`src/rtl/proc_ctrl_fsm_if.sv`:
```
// Handshake bundle between proc_ctrl_fsm (master) and the processor datapath (slave).
// PROC_CTRL_ILLEGAL_TRAP_EN adds the Trap status line.
interface proc_ctrl_fsm_if #(
  parameter int RADDR_W = 3,
  parameter int OPC_W   = 3
);
  localparam int NREG = 2 ** RADDR_W;
  localparam int IR_W = OPC_W + 2 * RADDR_W;

  logic            Run;
  logic [IR_W-1:0] IR;
  logic            IRin;
  logic            DINout;
  logic [NREG-1:0] Rout;
  logic [NREG-1:0] Rin;
  logic            Ain;
  logic            Gin;
  logic            AddSub;
  logic            Gout;
  logic            Done;
  logic [1:0]      Tstep;
`ifdef PROC_CTRL_ILLEGAL_TRAP_EN
  logic            Trap;

  modport master (
    input  Run, IR,
    output IRin, DINout, Rout, Rin, Ain, Gin, AddSub, Gout, Done, Tstep, Trap
  );
  modport slave (
    output Run, IR,
    input  IRin, DINout, Rout, Rin, Ain, Gin, AddSub, Gout, Done, Tstep, Trap
  );
`else
  modport master (
    input  Run, IR,
    output IRin, DINout, Rout, Rin, Ain, Gin, AddSub, Gout, Done, Tstep
  );
  modport slave (
    output Run, IR,
    input  IRin, DINout, Rout, Rin, Ain, Gin, AddSub, Gout, Done, Tstep
  );
`endif
endinterface

```
`src/rtl/proc_ctrl_fsm.sv`:
```
// Instruction sequencer (T0-T3) for the 16-bit bus-based processor datapath.
// Optional macro PROC_CTRL_ILLEGAL_TRAP_EN: illegal opcodes trap into HALT instead of a 1-cycle NOP.
module proc_ctrl_fsm #(
  parameter int RADDR_W = 3,
  parameter int OPC_W   = 3
) (
  input  logic             clk,
  input  logic             Resetn,
  proc_ctrl_fsm_if.master  bus
);
  localparam int NREG = 2 ** RADDR_W;
  localparam int IR_W = OPC_W + 2 * RADDR_W;

  localparam logic [2:0] S_T0   = 3'd0;
  localparam logic [2:0] S_T1   = 3'd1;
  localparam logic [2:0] S_T2   = 3'd2;
  localparam logic [2:0] S_T3   = 3'd3;
`ifdef PROC_CTRL_ILLEGAL_TRAP_EN
  // HALT reports Tstep=3 through its low bits
  localparam logic [2:0] S_HALT = 3'd7;
`endif

  localparam logic [OPC_W-1:0] OP_MV  = OPC_W'(2'd0);
  localparam logic [OPC_W-1:0] OP_MVI = OPC_W'(2'd1);
  localparam logic [OPC_W-1:0] OP_ADD = OPC_W'(2'd2);
  localparam logic [OPC_W-1:0] OP_SUB = OPC_W'(2'd3);

  logic [2:0]         state_q;
  logic [2:0]         state_d;
  logic [OPC_W-1:0]   opc_s;
  logic [RADDR_W-1:0] rx_s;
  logic [RADDR_W-1:0] ry_s;

  logic               irin_s;
  logic               dinout_s;
  logic [NREG-1:0]    rout_s;
  logic [NREG-1:0]    rin_s;
  logic               ain_s;
  logic               gin_s;
  logic               addsub_s;
  logic               gout_s;
  logic               done_s;

  function automatic logic [NREG-1:0] onehot(input logic [RADDR_W-1:0] idx);
    onehot = NREG'(1'b1) << idx;
  endfunction

  assign opc_s = bus.IR[IR_W-1 -: OPC_W];
  assign rx_s  = bus.IR[2*RADDR_W-1 -: RADDR_W];
  assign ry_s  = bus.IR[RADDR_W-1:0];

  // Next-state and enable decode from (state, IR, Run)
  always_comb begin
    state_d  = state_q;
    irin_s   = 1'b0;
    dinout_s = 1'b0;
    rout_s   = '0;
    rin_s    = '0;
    ain_s    = 1'b0;
    gin_s    = 1'b0;
    addsub_s = 1'b0;
    gout_s   = 1'b0;
    done_s   = 1'b0;
    case (state_q)
      S_T0: begin
        irin_s = bus.Run;
        if (bus.Run) begin
          state_d = S_T1;
        end else begin
          state_d = S_T0;
        end
      end
      S_T1: begin
        case (opc_s)
          OP_MV: begin
            rout_s  = onehot(ry_s);
            rin_s   = onehot(rx_s);
            done_s  = 1'b1;
            state_d = S_T0;
          end
          OP_MVI: begin
            dinout_s = 1'b1;
            rin_s    = onehot(rx_s);
            done_s   = 1'b1;
            state_d  = S_T0;
          end
          OP_ADD, OP_SUB: begin
            rout_s  = onehot(rx_s);
            ain_s   = 1'b1;
            state_d = S_T2;
          end
          default: begin
`ifdef PROC_CTRL_ILLEGAL_TRAP_EN
            state_d = S_HALT;
`else
            done_s  = 1'b1;
            state_d = S_T0;
`endif
          end
        endcase
      end
      S_T2: begin
        rout_s   = onehot(ry_s);
        gin_s    = 1'b1;
        addsub_s = opc_s[0];
        state_d  = S_T3;
      end
      S_T3: begin
        gout_s  = 1'b1;
        rin_s   = onehot(rx_s);
        done_s  = 1'b1;
        state_d = S_T0;
      end
`ifdef PROC_CTRL_ILLEGAL_TRAP_EN
      S_HALT: begin
        state_d = S_HALT;
      end
`endif
      default: begin
        state_d = S_T0;
      end
    endcase
  end

  // Timestep register; reset returns to T0 immediately
  always_ff @(posedge clk or negedge Resetn) begin
    if (!Resetn) begin
      state_q <= S_T0;
    end else begin
      state_q <= state_d;
    end
  end

  // Reset masks every enable, including IRin which otherwise follows Run in T0
  assign bus.IRin   = Resetn & irin_s;
  assign bus.DINout = Resetn & dinout_s;
  assign bus.Rout   = {NREG{Resetn}} & rout_s;
  assign bus.Rin    = {NREG{Resetn}} & rin_s;
  assign bus.Ain    = Resetn & ain_s;
  assign bus.Gin    = Resetn & gin_s;
  assign bus.AddSub = Resetn & addsub_s;
  assign bus.Gout   = Resetn & gout_s;
  assign bus.Done   = Resetn & done_s;
  assign bus.Tstep  = state_q[1:0];
`ifdef PROC_CTRL_ILLEGAL_TRAP_EN
  assign bus.Trap   = (state_q == S_HALT);
`endif
endmodule
```
`src/flat_wrapper.sv`:
```
// flat-port wrapper written by rule: the top's interface ports become plain ports
module proc_ctrl_fsm_flat 
#(
  parameter int RADDR_W = 3,
  parameter int OPC_W   = 3
)
  (clk, Resetn, bus_Run, bus_IR, bus_IRin, bus_DINout, bus_Rout, bus_Rin, bus_Ain, bus_Gin, bus_AddSub, bus_Gout, bus_Done, bus_Tstep);
  proc_ctrl_fsm_if #(.RADDR_W(RADDR_W), .OPC_W(OPC_W)) bus_i ();
  input  logic clk;
  input  logic Resetn;
  input wire logic [$bits(bus_i.Run)-1:0] bus_Run;
  input wire logic [$bits(bus_i.IR)-1:0] bus_IR;
  output wire logic [$bits(bus_i.IRin)-1:0] bus_IRin;
  output wire logic [$bits(bus_i.DINout)-1:0] bus_DINout;
  output wire logic [$bits(bus_i.Rout)-1:0] bus_Rout;
  output wire logic [$bits(bus_i.Rin)-1:0] bus_Rin;
  output wire logic [$bits(bus_i.Ain)-1:0] bus_Ain;
  output wire logic [$bits(bus_i.Gin)-1:0] bus_Gin;
  output wire logic [$bits(bus_i.AddSub)-1:0] bus_AddSub;
  output wire logic [$bits(bus_i.Gout)-1:0] bus_Gout;
  output wire logic [$bits(bus_i.Done)-1:0] bus_Done;
  output wire logic [$bits(bus_i.Tstep)-1:0] bus_Tstep;
  assign bus_i.Run = bus_Run;
  assign bus_i.IR = bus_IR;
  assign bus_IRin = bus_i.IRin;
  assign bus_DINout = bus_i.DINout;
  assign bus_Rout = bus_i.Rout;
  assign bus_Rin = bus_i.Rin;
  assign bus_Ain = bus_i.Ain;
  assign bus_Gin = bus_i.Gin;
  assign bus_AddSub = bus_i.AddSub;
  assign bus_Gout = bus_i.Gout;
  assign bus_Done = bus_i.Done;
  assign bus_Tstep = bus_i.Tstep;
  proc_ctrl_fsm #(.RADDR_W(RADDR_W), .OPC_W(OPC_W)) u_core (.clk(clk), .Resetn(Resetn), .bus(bus_i));
endmodule
```
`config.mk`:
```
export PLATFORM = sky130hd
export DESIGN_NAME = proc_ctrl_fsm_flat
export DESIGN_NICKNAME = d
export VERILOG_FILES = /design/src/rtl/proc_ctrl_fsm_if.sv /design/src/rtl/proc_ctrl_fsm.sv /design/src/flat_wrapper.sv
export SDC_FILE = /design/constraint.sdc
export NUM_CORES = 1
export LEC_CHECK = 0
export BUFFER_PORTS_ARGS = -buffer_cell sky130_fd_sc_hd__buf_2
export CAP_MARGIN = 10
export CELL_PAD_IN_SITES_DETAIL_PLACEMENT = 0
export CELL_PAD_IN_SITES_GLOBAL_PLACEMENT = 1
export CORE_UTILIZATION = 22
export DETAILED_ROUTE_END_ITERATION = 16
export PLACE_DENSITY_LB_ADDON = 0.1
export SLEW_MARGIN = 30
export SYNTH_ARGS = -nofsm -noshare
export SYNTH_HDL_FRONTEND = slang
export SYNTH_SLANG_ARGS = --single-unit
```
`constraint.sdc`:
```
create_clock -name clk -period 2.05 [get_ports clk]
set_input_delay 0.41 -clock clk [delete_from_list [all_inputs] [get_ports clk]]
set_output_delay 0.41 -clock clk [all_outputs]
set_load 0.005 [all_outputs]
```
==> impl_metrics.yaml <==
outcome:
  status: "finished, final reports clean"
detailed_routing:
  firstDrtPassIters: 4
  ant_nets: 0
  viasPerCell: 4.85
  wl_per_cell_um: 11.6
  vias: 597
  first_iter_violations: 16
  drt-total-wl_um: 1430
  drc: 0
pwr:
  powerDensity_mw_per_mm2: 816
  p_sw_share_pct: 44.1
  intPower_uw: 337
  leakage_uw: 0.000361
  seqPwrFrac_pct: 13.6
  switchingPower_uw: 265
  clkPwrFrac_pct: 14.0
  p_comb_share_pct: 72.4
  total_power_uw: 602
  peakVddDrop_mv: 0.541
finish:
  stdcell_area_sq_um: 738
  top_register: "u_core.state_q"
  ff_latch_area_sq_um: 51.3
  largest_reg_flops: 2
  areaGrowthSynthToFinish_pct: 82.7
  fill_cells: 195
  drive_above_1_share_pct: 58.2
  final_util_pct: 42.8
  n_antenna_cell: 0
  multi_input_area_sq_um: 415
  reg_top3: "u_core.state_q: 2 flops"
  nets: 116
floorplanning:
  die_x_um: 44.9
  num_rows: 15
  die-area_sq_mm: 0.00201
  die_y_um: 44.9
  initial_core_util_pct: 23.4
  io-pin-count: 37
  core_area_sq_mm: 0.00173
sta:
  finClkSkew_ns: 0.000624
  min_period_ns: 2.03
  final.setup.worst_slack_ns: 0.0221
  grt_setup_unrepaired: "true"
  finalCritPeriodShare_pct: 98.9
  max_slew_margin_pct: 80.4
  setup_viol: 0
  fmax_ghz: 0.493
  final_hold_viol_count: 0
  maxSlewViolCount: 0
  tightest_slew_ns: 0.292
grt:
  grt_first_pass_wirelength_um: 2060
  overflow: 0
  first_global_vias: 487
  grt_max_degree: 9
  grt_usage_pct: 13.8
  antenna_found_initial: 0
clock_network:
  numCtsBuffers: 3
  cts_max_path_buffers: 2
  cts_max_level: 1
  clk_pin_slew_ns: 0.03
  cts_tree: "built"
  cts_sinks: 2
  clk_latency_ns: 0.22
  cts_root_buffer: "clkbuf_4"
  cts_hold_buf: 0
yosys:
  synthCells: 56
  syn_area_sq_um: 404
  synthArstFlopShare_pct: 100
  yosys.area.top_type: "dfrtp_1"
  synth_fp_nets: 72
  seq_area_frac_synth_pct: 12.4
  synth-main-ff-cell: "dfrtp_1"
  synth_top_area_share_pct: 12.4
  avgSynthCellArea_sq_um: 7.22
  ys_warn_count: 0
  yosysUniqueCellTypes: 26
  synth_edf_count: 0
  synth_most_common_cell: "nor2_1"
  ys_ff_latch: 2
  synth.area.top_cells: "dfrtp_1 (12%), ha_1 (12%), o32ai_1 (8.7%)"
critical_path:
  path_max_fanout: 5
  crit_required_ns: 1.64
  rr_worst_depth: 4
  path_class: "reg -> out"
  r2r_slack_ns: 1.04
  cp-start-kind: "flip-flop"
  cp-end-kind: "output pin"
  worstPathArrival_ns: 1.62
min_path:
  min_path_type: "in -> async"
placed_design:
  port_buffers: 36
  gp_congestion: 0.735
  pre_cts_ws_ns: 0.139
  dp_hpwl_um: 1090
  dpl-instance-area_sq_um: 627
job:
  maxCapViolations: 0
## layout make-up
type                            instances  share of cell area, %
Sequential cell                         2                   6.95
Multi-Input combinational cell         51                   56.3
Clock buffer                            3                   3.05
Timing Repair Buffer                   40                   28.5
Inverter                                2                   1.02
Tap cell                               25                   4.24
## power by group through the flow
stage | logic [uW] | clock network, uW | registers, uW
after global routing | 486 | 93.3 | 85.6
after floorplan | 188 | 0 | 83.0
after global placement | 326 | 0 | 74.8
final | 436 | 84.3 | 82.1
after detailed placement | 327 | 0 | 74.0
after CTS | 388 | 89.4 | 80.3
## per-layer routing
metal	vias up	track usage (%)	part of all wire (%)
li1	302	-	-
met2	19	21.5	48
met5	-	0	0
met1	276	19.8	47
met4	0	5.45	0
met3	0	1.20	4.3
## layout by cell type (no fill, tap or decap), types with 2 or more instances in the layout
master    synthesis  layout
nor3_1            4       4
and3_1            3       3
clkbuf_4          0       3
o21ai_1           1       2
buf_4             0       4
nand4b_1          2       2
ha_4              0       2
buf_2             0      36
nand2b_1          2       2
o22ai_1           4       4
o21ai_0           3       2
nor2_1            6       5
and2_1            2       2
o32ai_2           0       3
nand2_1           4       4
## timing repair
action                     in CTS  in global routing
buffers inserted                0                  2
setup endpoints to repair       8                 10
hold endpoints to repair        0                  0
resized for setup               6                  9
pin swaps                       0                  3
## cell families (layout without fill, tap and decap cells)
| logic type | Yosys count | count (layout) | synth area share, % |
|---|---|---|---|
| AO/OA/AOI/OAI | 14 | 14 | 22.9 |
| adder cells (fa/ha/maj) | 4 | 4 | 12.4 |
| AND/OR/NAND/NOR | 33 | 33 | 49.5 |
| buffers and inverters | 3 | 45 | 2.79 |
| flip-flops | 2 | 2 | 12.4 |
## metrics by stage
step	instances	hold slack, ns	TNS [ns]
after floorplan	56	0.114	0
after global placement	118	0.240	0
after detailed placement	118	0.241	0
after CTS	121	0.00533	0
after global routing	123	0.0114	-0.201
final	123	0.0138	0
## worst max-delay path, cell delays in order (launching register included)
cell and delay, ns:
dfrtp_1 0.37, inv_2 0.09, ha_4 0.15, nor4b_4 0.27, nor2_4 0.08, o32ai_1 0.27
buf_2 0.16
## path summary, 6_finish.rpt
path / from / endpoint
min reg2reg: u_core.state_q[1] / u_core.state_q[1]
max reg2reg: u_core.state_q[0] / u_core.state_q[0]
min: Resetn / u_core.state_q[0]
min in group clk: bus_Run / u_core.state_q[0]
max: u_core.state_q[1] / bus_Rout[0]
max in group asynchronous: Resetn / u_core.state_q[1]
No activity file was read; power rests on OpenSTA's default activity.
